File: src/rtl/tt_cpu_pkg.sv
// Shared definitions for the TinyTapeout CPU wrapper: default widths,
// the program-loader FSM encoding and the loader status bit positions.
package tt_cpu_pkg;

    localparam int TT_DATA_WIDTH = 32;
    localparam int TT_WIDTH      = 8;
    localparam int TT_ADD_WIDTH  = 7;

    typedef enum logic [1:0] {
        ST_HOLD  = 2'd0,
        ST_LOAD  = 2'd1,
        ST_WRITE = 2'd2,
        ST_RUN   = 2'd3
    } loader_state_t;

    localparam int STAT_WORD_PENDING = 0;
    localparam int STAT_LOADING      = 1;
    localparam int STAT_WRAP         = 2;
    localparam int STAT_FRAME_ERR    = 3;

endpackage

File: src/rtl/tt_pin_sync.sv
// N-flop pin synchroniser; with EDGE set, the output is instead a one-cycle
// pulse on the synchronised rising edge (one extra flop for the edge detect).
module tt_pin_sync #(
    parameter int STAGES = 2,
    parameter bit EDGE   = 1'b0
) (
    input  logic clk,
    input  logic rst_n,
    input  logic pin,
    output logic sync_out
);

    logic [STAGES-1:0] sh;

    always_ff @(posedge clk or negedge rst_n) begin
        if (!rst_n) begin
            sh <= '0;
        end else begin
            sh <= {sh[STAGES-2:0], pin};
        end
    end

    if (EDGE) begin : g_edge
        logic last;

        always_ff @(posedge clk or negedge rst_n) begin
            if (!rst_n) begin
                last <= 1'b0;
            end else begin
                last <= sh[STAGES-1];
            end
        end

        assign sync_out = sh[STAGES-1] & ~last;
    end else begin : g_level
        assign sync_out = sh[STAGES-1];
    end

endmodule

File: src/rtl/tt_pm_byte_loader.sv
// Byte-serial program-memory loader: assembles pin bytes little-endian into
// words, writes them at an auto-incrementing address, and taps ALU result lanes.
module tt_pm_byte_loader
    import tt_cpu_pkg::*;
#(
    parameter int DATA_WIDTH = TT_DATA_WIDTH,
    parameter int WIDTH      = TT_WIDTH,
    parameter int ADD_WIDTH  = TT_ADD_WIDTH,
    localparam int LANES     = DATA_WIDTH / WIDTH,
    localparam int SEL_W     = (LANES > 1) ? $clog2(LANES) : 1
) (
    input  logic                  clk,
    input  logic                  rst_n,
    input  logic                  load_mode,
    input  logic                  strobe,
    input  logic                  addr_set,
    input  logic [WIDTH-1:0]      byte_in,
    input  logic [SEL_W-1:0]      lane_sel,
    input  logic [DATA_WIDTH-1:0] alu_result,
    output logic                  pm_wr_en,
    output logic [ADD_WIDTH-1:0]  pm_addr,
    output logic [DATA_WIDTH-1:0] pm_wdata,
    output logic                  cpu_rst_n,
    output logic [WIDTH-1:0]      result_byte,
    output logic [3:0]            status
);

    logic                  load_mode_s;
    logic                  acc;
    loader_state_t         state;
    logic [ADD_WIDTH-1:0]  addr;
    logic [ADD_WIDTH-1:0]  addr_load;
    logic [SEL_W-1:0]      byte_cnt;
    logic [DATA_WIDTH-1:0] word;
    logic [DATA_WIDTH-1:0] word_next;
    logic [1:0]            prime;
    logic                  frame_err;
    logic                  wrap;
    logic                  loading;
    logic                  last_byte;

    tt_pin_sync #(.STAGES(2), .EDGE(1'b0)) u_load_sync (
        .clk      (clk),
        .rst_n    (rst_n),
        .pin      (load_mode),
        .sync_out (load_mode_s)
    );

    tt_pin_sync #(.STAGES(2), .EDGE(1'b1)) u_strobe_sync (
        .clk      (clk),
        .rst_n    (rst_n),
        .pin      (strobe),
        .sync_out (acc)
    );

    if (ADD_WIDTH > WIDTH) begin : g_addr_zext
        assign addr_load = {{(ADD_WIDTH - WIDTH){1'b0}}, byte_in};
    end else begin : g_addr_trunc
        assign addr_load = byte_in[ADD_WIDTH-1:0];
    end

    always_comb begin
        word_next = word;
        word_next[int'(byte_cnt) * WIDTH +: WIDTH] = byte_in;
    end

    assign last_byte = (byte_cnt == SEL_W'(LANES - 1));

    // HOLD waits for prime[1] so the synchroniser's reset value of load_mode
    // cannot release the CPU for a cycle straight after reset.
    always_ff @(posedge clk or negedge rst_n) begin
        if (!rst_n) begin
            state     <= ST_HOLD;
            addr      <= '0;
            byte_cnt  <= '0;
            word      <= '0;
            prime     <= '0;
            frame_err <= 1'b0;
            wrap      <= 1'b0;
            loading   <= 1'b0;
            cpu_rst_n <= 1'b0;
            pm_wr_en  <= 1'b0;
            pm_addr   <= '0;
            pm_wdata  <= '0;
        end else begin
            prime    <= {prime[0], 1'b1};
            pm_wr_en <= 1'b0;
            case (state)
                ST_HOLD: begin
                    if (prime[1]) begin
                        if (load_mode_s) begin
                            state     <= ST_LOAD;
                            loading   <= 1'b1;
                            frame_err <= 1'b0;
                            wrap      <= 1'b0;
                        end else begin
                            state     <= ST_RUN;
                            cpu_rst_n <= 1'b1;
                        end
                    end
                end
                ST_LOAD: begin
                    if (!load_mode_s) begin
                        state    <= ST_HOLD;
                        loading  <= 1'b0;
                        byte_cnt <= '0;
                        if (byte_cnt != '0) frame_err <= 1'b1;
                    end else if (acc) begin
                        if (addr_set) begin
                            addr     <= addr_load;
                            byte_cnt <= '0;
                            word     <= '0;
                        end else begin
                            word     <= word_next;
                            byte_cnt <= byte_cnt + 1'b1;
                            if (last_byte) begin
                                state    <= ST_WRITE;
                                pm_wr_en <= 1'b1;
                                pm_addr  <= addr;
                                pm_wdata <= word_next;
                            end
                        end
                    end
                end
                ST_WRITE: begin
                    state    <= ST_LOAD;
                    addr     <= addr + 1'b1;
                    byte_cnt <= '0;
                    if (&addr) wrap <= 1'b1;
                end
                ST_RUN: begin
                    if (load_mode_s) begin
                        state     <= ST_HOLD;
                        cpu_rst_n <= 1'b0;
                    end
                end
                default: state <= ST_HOLD;
            endcase
        end
    end

    always_ff @(posedge clk or negedge rst_n) begin
        if (!rst_n) begin
            result_byte <= '0;
        end else begin
            result_byte <= alu_result[int'(lane_sel) * WIDTH +: WIDTH];
        end
    end

    always_comb begin
        status                    = '0;
        status[STAT_FRAME_ERR]    = frame_err;
        status[STAT_WRAP]         = wrap;
        status[STAT_LOADING]      = loading;
        status[STAT_WORD_PENDING] = (byte_cnt != '0);
    end

endmodule

File: config.mk
export PLATFORM = sky130hd
export DESIGN_NAME = tt_pm_byte_loader
export DESIGN_NICKNAME = d
export VERILOG_FILES = /design/src/rtl/tt_cpu_pkg.sv /design/src/rtl/tt_pin_sync.sv /design/src/rtl/tt_pm_byte_loader.sv
export SDC_FILE = /design/constraint.sdc
export NUM_CORES = 1
export LEC_CHECK = 0
export CAP_MARGIN = 15
export CORE_MARGIN = 2
export CORE_UTILIZATION = 26
export DETAILED_ROUTE_END_ITERATION = 8
export PLACE_DENSITY = 0.6
export SKIP_CTS_REPAIR_TIMING = 1
export SYNTH_ARGS = -nofsm -noshare
export SYNTH_HDL_FRONTEND = slang
export SYNTH_SLANG_ARGS = --single-unit
File: constraint.sdc
create_clock -name clk -period 1.91 [get_ports clk]
set_input_delay 0.382 -clock clk [delete_from_list [all_inputs] [get_ports clk]]
set_output_delay 0.382 -clock clk [all_outputs]
set_load 0.1 [all_outputs]
==> qor.yml, run 1 <==
critical_path:
  reg2reg_to: "word[4]"
  cp_max_fo: 8
  r2r_cells: 6
  r2r_start: "byte_cnt[0]"
  startpoint_type: "flip-flop"
  rrSetupSlack_ns: 0.12
  critPathArrivalTime_ns: 1.52
  required_ns: 1.53
  endpoint_kind: "primary output"
  path_class: "reg2out"
floorplanning:
  coreArea_sq_mm: 0.0186
  die_x_um: 141
  ios: 100
  start_util_pct: 26.4
  design.die.area_sq_mm: 0.0200
  rows: 50
  die_y_um: 141
synth:
  avgSynthCellArea_sq_um: 9.98
  yosysSeqAreaShare_pct: 52.1
  synth.area.top_cells: "dfrtp_1 52%, a21oi_1 7.6%, o21ai_0 5.7%"
  synth_nets: 549
  ys_ff_latch: 102
  synth_cells: 491
  synth_top_area_share_pct: 52.1
  post-synth-top-area-cell: "dfrtp_1"
  yosys_warnings: 0
  syn_area_sq_mm: 0.00490
  ys_async_sr_fraction_pct: 100
  synth_cell_type_count: 43
  synth_edf_count: 0
  synth_ff_type: "dfrtp_1"
cells_and_area:
  nets: 644
  fillCellCount: 1783
  fin_area_sq_mm: 0.00703
  layout_common_cells: "101 x dfrtp_1, 74 x nand2_1, 66 x a21oi_1"
  drive_above_1_share_pct: 22.8
  fin_cells: 825
  final_common_cell: "dfrtp_1"
  antenna_cells: 0
  syn_to_final_growth_pct: 43.3
detailed_routing:
  vias: 3861
  drt_pass1_iterations: 5
  drc: 0
  vias_per_cell: 4.68
  ant_nets: 0
  wl_um: 12600
  wl_per_cell_um: 15.3
  drt_iter0_drc: 196
power:
  vdd_drop_max_mv: 1.18
  p_comb_share_pct: 46.1
  p_sw_share_pct: 41.5
  p_switching_mw: 3.85
  p_seq_share_pct: 31.9
  p_per_area_mw_per_mm2: 1320
  power.share.clock_pct: 22.1
  p_leak_nw: 3.08
  internal_power_mw: 5.43
min_path:
  min_path_type: "in2async"
timing:
  final.setup_skew_ns: 0.0124
  min_period_over_period_pct: 99.6
  fmax_ghz: 0.526
  setup_viol: 0
  max_slew_margin_pct: 60.9
  whs_ns: -0.0188
  hold_viol: 11
  rsz0062_at_grt: "yes"
  slew_violations: 0
  worst_pin_slew_ns: 0.584
  setup_slack_ns: 0.00755
  period_needed_ns: 1.90
global_routing:
  grt_max_degree: 57
  grtUsageTotal_pct: 13.0
  grt_pass1_wl_um: 20400
  antenna_found_initial: 0
  grt_pass1_vias: 3866
  overflow: 0
outcome:
  violations: "negative hold slack"
  status: "complete, but fails checks"
clocking:
  insertion_delay_ns: 0.36
  clock-root-buffer: "clkbuf_16"
  htree_levels: 3
  cts_buffers: 9
  clk_pin_slew_ns: 0.08
  cts_tree: "yes"
  clkSinkCount: 102
  cts_max_path_buffers: 2
placed_design:
  dp_hpwl_um: 9260
  preCtsSetupSlack_ns: 0.0114
  io_buffer_count: 99
  place_congestion: 0.777
  dp.cells: 805
  place_area_sq_mm: 0.00665
run:
  drv_cap: 0
per-layer routing:
metal	GRT usage [%]	part of all wire, %
met1	16.2	42
met5	0	0
met4	3.95	1.1
met2	21.9	51
met3	3.85	6.0
cell type report:
class / instances / area [sq um] / area share [%]
clock inverter: 5 / 90.1 / 1.28
tap: 234 / 293 / 4.17
inverter: 10 / 43.8 / 0.623
sequential: 102 / 2550 / 36.3
multi-input combinational: 339 / 2160 / 30.7
clock buffer: 11 / 243 / 3.46
timing repair buffer: 124 / 1640 / 23.4
metrics by stage:
stage | total power, mW | util (%) | setup TNS (ns)
detailed placement | 7.18 | 35.8 | 0
global route | 9.85 | 37.8 | -0.0502
global placement | 7.03 | 35.8 | 0
finish | 9.28 | 37.8 | 0
floorplan | 5.82 | - | -0.673
CTS | 9.25 | 37.6 | -0.134
power groups by stage:
stage / combinational, mW / clock, mW / sequential (mW)
finish: 4.28 / 2.05 / 2.96
global placement: 4.07 / 0 / 2.95
detailed placement: 4.19 / 0 / 2.99
CTS: 4.21 / 2.09 / 2.95
floorplan: 2.29 / 0 / 3.53
global route: 4.63 / 2.20 / 3.02
state kept, by name (all words and copies together) (netlist names), 7 cells and up:
signal and count:
result_byte 8, pm_wdata 32, word 32, addr 7, pm_addr 7
critical path, stage by stage (launching register included):
cell	delay, ns
dfrtp_2	0.47
inv_4	0.10
ha_4	0.18
clkinvlp_4	0.18
buf_12	0.21
synth_stat cells, types with 7 or more instances:
library cell	n
mux4_2	8
nand2_1	74
nand3_1	15
buf_2	14
o21ai_0	56
inv_1	10
ha_1	11
a21oi_1	74
buf_4	7
dfrtp_1	102
nor2b_1	30
mux2i_1	8
o21ai_1	17
and2b_1	7
clkbuf_1	15
cells by family (layout without fill, tap and decap cells):
logic type / after synthesis / count (layout) / share of synthesized area [%]
AO/OA/AOI/OAI: 156 / 156 / 16.4
AND/OR/NAND/NOR: 148 / 148 / 16.2
flip-flops: 102 / 102 / 52.1
buffers and inverters: 50 / 150 / 5.05
multiplexers: 23 / 23 / 7.38
adder cells (fa/ha/maj): 11 / 11 / 2.81
other: 1 / 1 / 0.0765
how the worst max path moves through the flow:
stage	startpoint	to	cells after the start
after floorplan	byte_cnt[0]	pm_wdata[16]	8
after global placement	addr_set	pm_addr[5]	5
after detailed placement	addr_set	addr[3]	6
after CTS	byte_cnt[1]	status[0]	4
after global routing	byte_cnt[0]	status[0]	4
final	byte_cnt[0]	status[0]	4
Power figures use the tool's default switching activity.
==> inputs of run 2 (changes only) <==
PLACE_DENSITY = default   (was 0.6)
==> results of run 2 <==
Final layout, timing and power as in run 1 (identical DEF).
==> inputs of run 3 (changes only) <==
CORE_MARGIN = default   (was 2)
==> qor.yml, run 3 (synthesis gave the netlist of run 1 again) <==
cells_and_area:
  syn_to_final_growth_pct: 43.2
  layout_common_cells: "102 x dfrtp_1, 74 x nand2_1, 66 x a21oi_1"
  final_common_cell: "dfrtp_1"
  drive_above_1_share_pct: 22.8
  antenna_cells: 0
  top_regs: "pm_wdata: 32 flops, word: 32 flops, result_byte: 8 flops"
  nets: 644
detailed_routing:
  wl_met1_um: 5170
  ant_nets: 0
  drt_iter0_drc: 252
  highest-signal-layer: "met4"
  wl_per_cell_um: 15.0
  vias_per_cell: 4.72
  wl_met3_um: 896
  vias: 3869
  drc: 0
  wl_met2_um: 6120
  drt_pass1_iterations: 4
  wl_um: 12300
placed_design:
  dp_hpwl_um: 9070
  io_buffer_count: 99
  place_congestion: 0.766
clocking:
  htree_levels: 3
  cts_buffers: 9
  insertion_delay_ns: 0.35
  clkSinkCount: 102
  clock-root-buffer: "clkbuf_16"
  cts_max_path_buffers: 2
  cts_tree: "yes"
  clk_pin_slew_ns: 0.07
run:
  drv_cap: 0
global_routing:
  grtUsageTotal_pct: 13.5
  overflow: 0
  grt_pass1_wl_um: 20400
  antenna_found_initial: 0
  grt_pass1_vias: 3976
  grt_max_degree: 52
floorplanning:
  rows: 49
  start_util_pct: 26.9
  coreArea_sq_mm: 0.0182
  design.die.area_sq_mm: 0.0194
  ios: 100
  die_y_um: 139
  die_x_um: 139
outcome:
  status: "finished, final reports clean"
timing:
  setup_viol: 0
  period_needed_ns: 1.82
  hold_viol: 0
  worst_pin_slew_ns: 0.587
  max_slew_margin_pct: 60.8
  min_period_over_period_pct: 95.3
  setup_tns_ns: 0
  slew_violations: 0
  fmax_ghz: 0.550
  final.setup_skew_ns: 0.00880
critical_path:
  path_delay_family: "buffers and inverters"
  worstPathCellList: "inv_2 -> ha_4 -> clkinvlp_4 -> buf_12"
  slowest_delay_ns: 0.42
  critPathArrivalTime_ns: 1.44
  cp_max_fo: 6
  cp.buffers_inverters: 3
  required_ns: 1.53
  path_class: "reg2out"
  endpoint_kind: "primary output"
  startpoint_type: "flip-flop"
  crit_slowest_cell: "dfrtp_1"
power:
  p_per_area_mw_per_mm2: 1310
  power_mw: 9.18
  vdd_drop_max_mv: 1.62
  p_leak_nw: 3.08
min_path:
  min_path_type: "in2async"
[run 3: layout make-up]
type | count | area (sq um)
Multi-Input combinational cell | 339 | 2160
Sequential cell | 102 | 2550
Timing Repair Buffer | 124 | 1660
Fill cell | 1720 | 11200
Clock inverter | 3 | 40.0
Tap cell | 229 | 287
Inverter | 10 | 41.3
Clock buffer | 13 | 280
[run 3: final timing paths]
kind | slack [ns] | end | cells past startpoint | start
min in group clk | 0.35 | u_strobe_sync.sh[1] | 0 | u_strobe_sync.sh[0]
min | 0.03 | word[20] | 1 | rst_n
max reg2reg | 0.15 | word[27] | 6 | byte_cnt[1]
max in group asynchronous | 1.25 | pm_wdata[15] | 2 | rst_n
min reg2reg | 0.35 | u_strobe_sync.sh[1] | 0 | u_strobe_sync.sh[0]
max | 0.09 | status[0] | 4 | byte_cnt[1]
[run 3: per-layer routing]
metal  global-route usage [%]  up-vias
met5                        0        -
met4                     3.45        0
met3                     4.34       12
met2                     22.9      132
met1                     16.4     1848
li1                         -     1877
[run 3: through the flow]
| stage | hold slack (ns) | util, % | setup WS [ns] | std cells | instance area, sq um |
|---|---|---|---|---|---|
| global route | 0.0594 | 38.5 | -0.0383 | 820 | 7020 |
| global placement | 0.333 | 36.7 | 0.0775 | 804 | 6680 |
| floorplan | 0.0864 | - | -0.0845 | 491 | 4960 |
| finish | 0.0349 | 38.5 | 0.0907 | 820 | 7020 |
| CTS | 0.0387 | 38.5 | -0.0492 | 820 | 7000 |
| detailed placement | 0.335 | 36.7 | -0.0243 | 804 | 6680 |
[run 3: where the power goes]
group | internal [mW] | switching (mW)
clock network | 1.15 | 0.781
registers | 2.56 | 0.366
logic | 1.69 | 2.63
total | 5.40 | 3.78
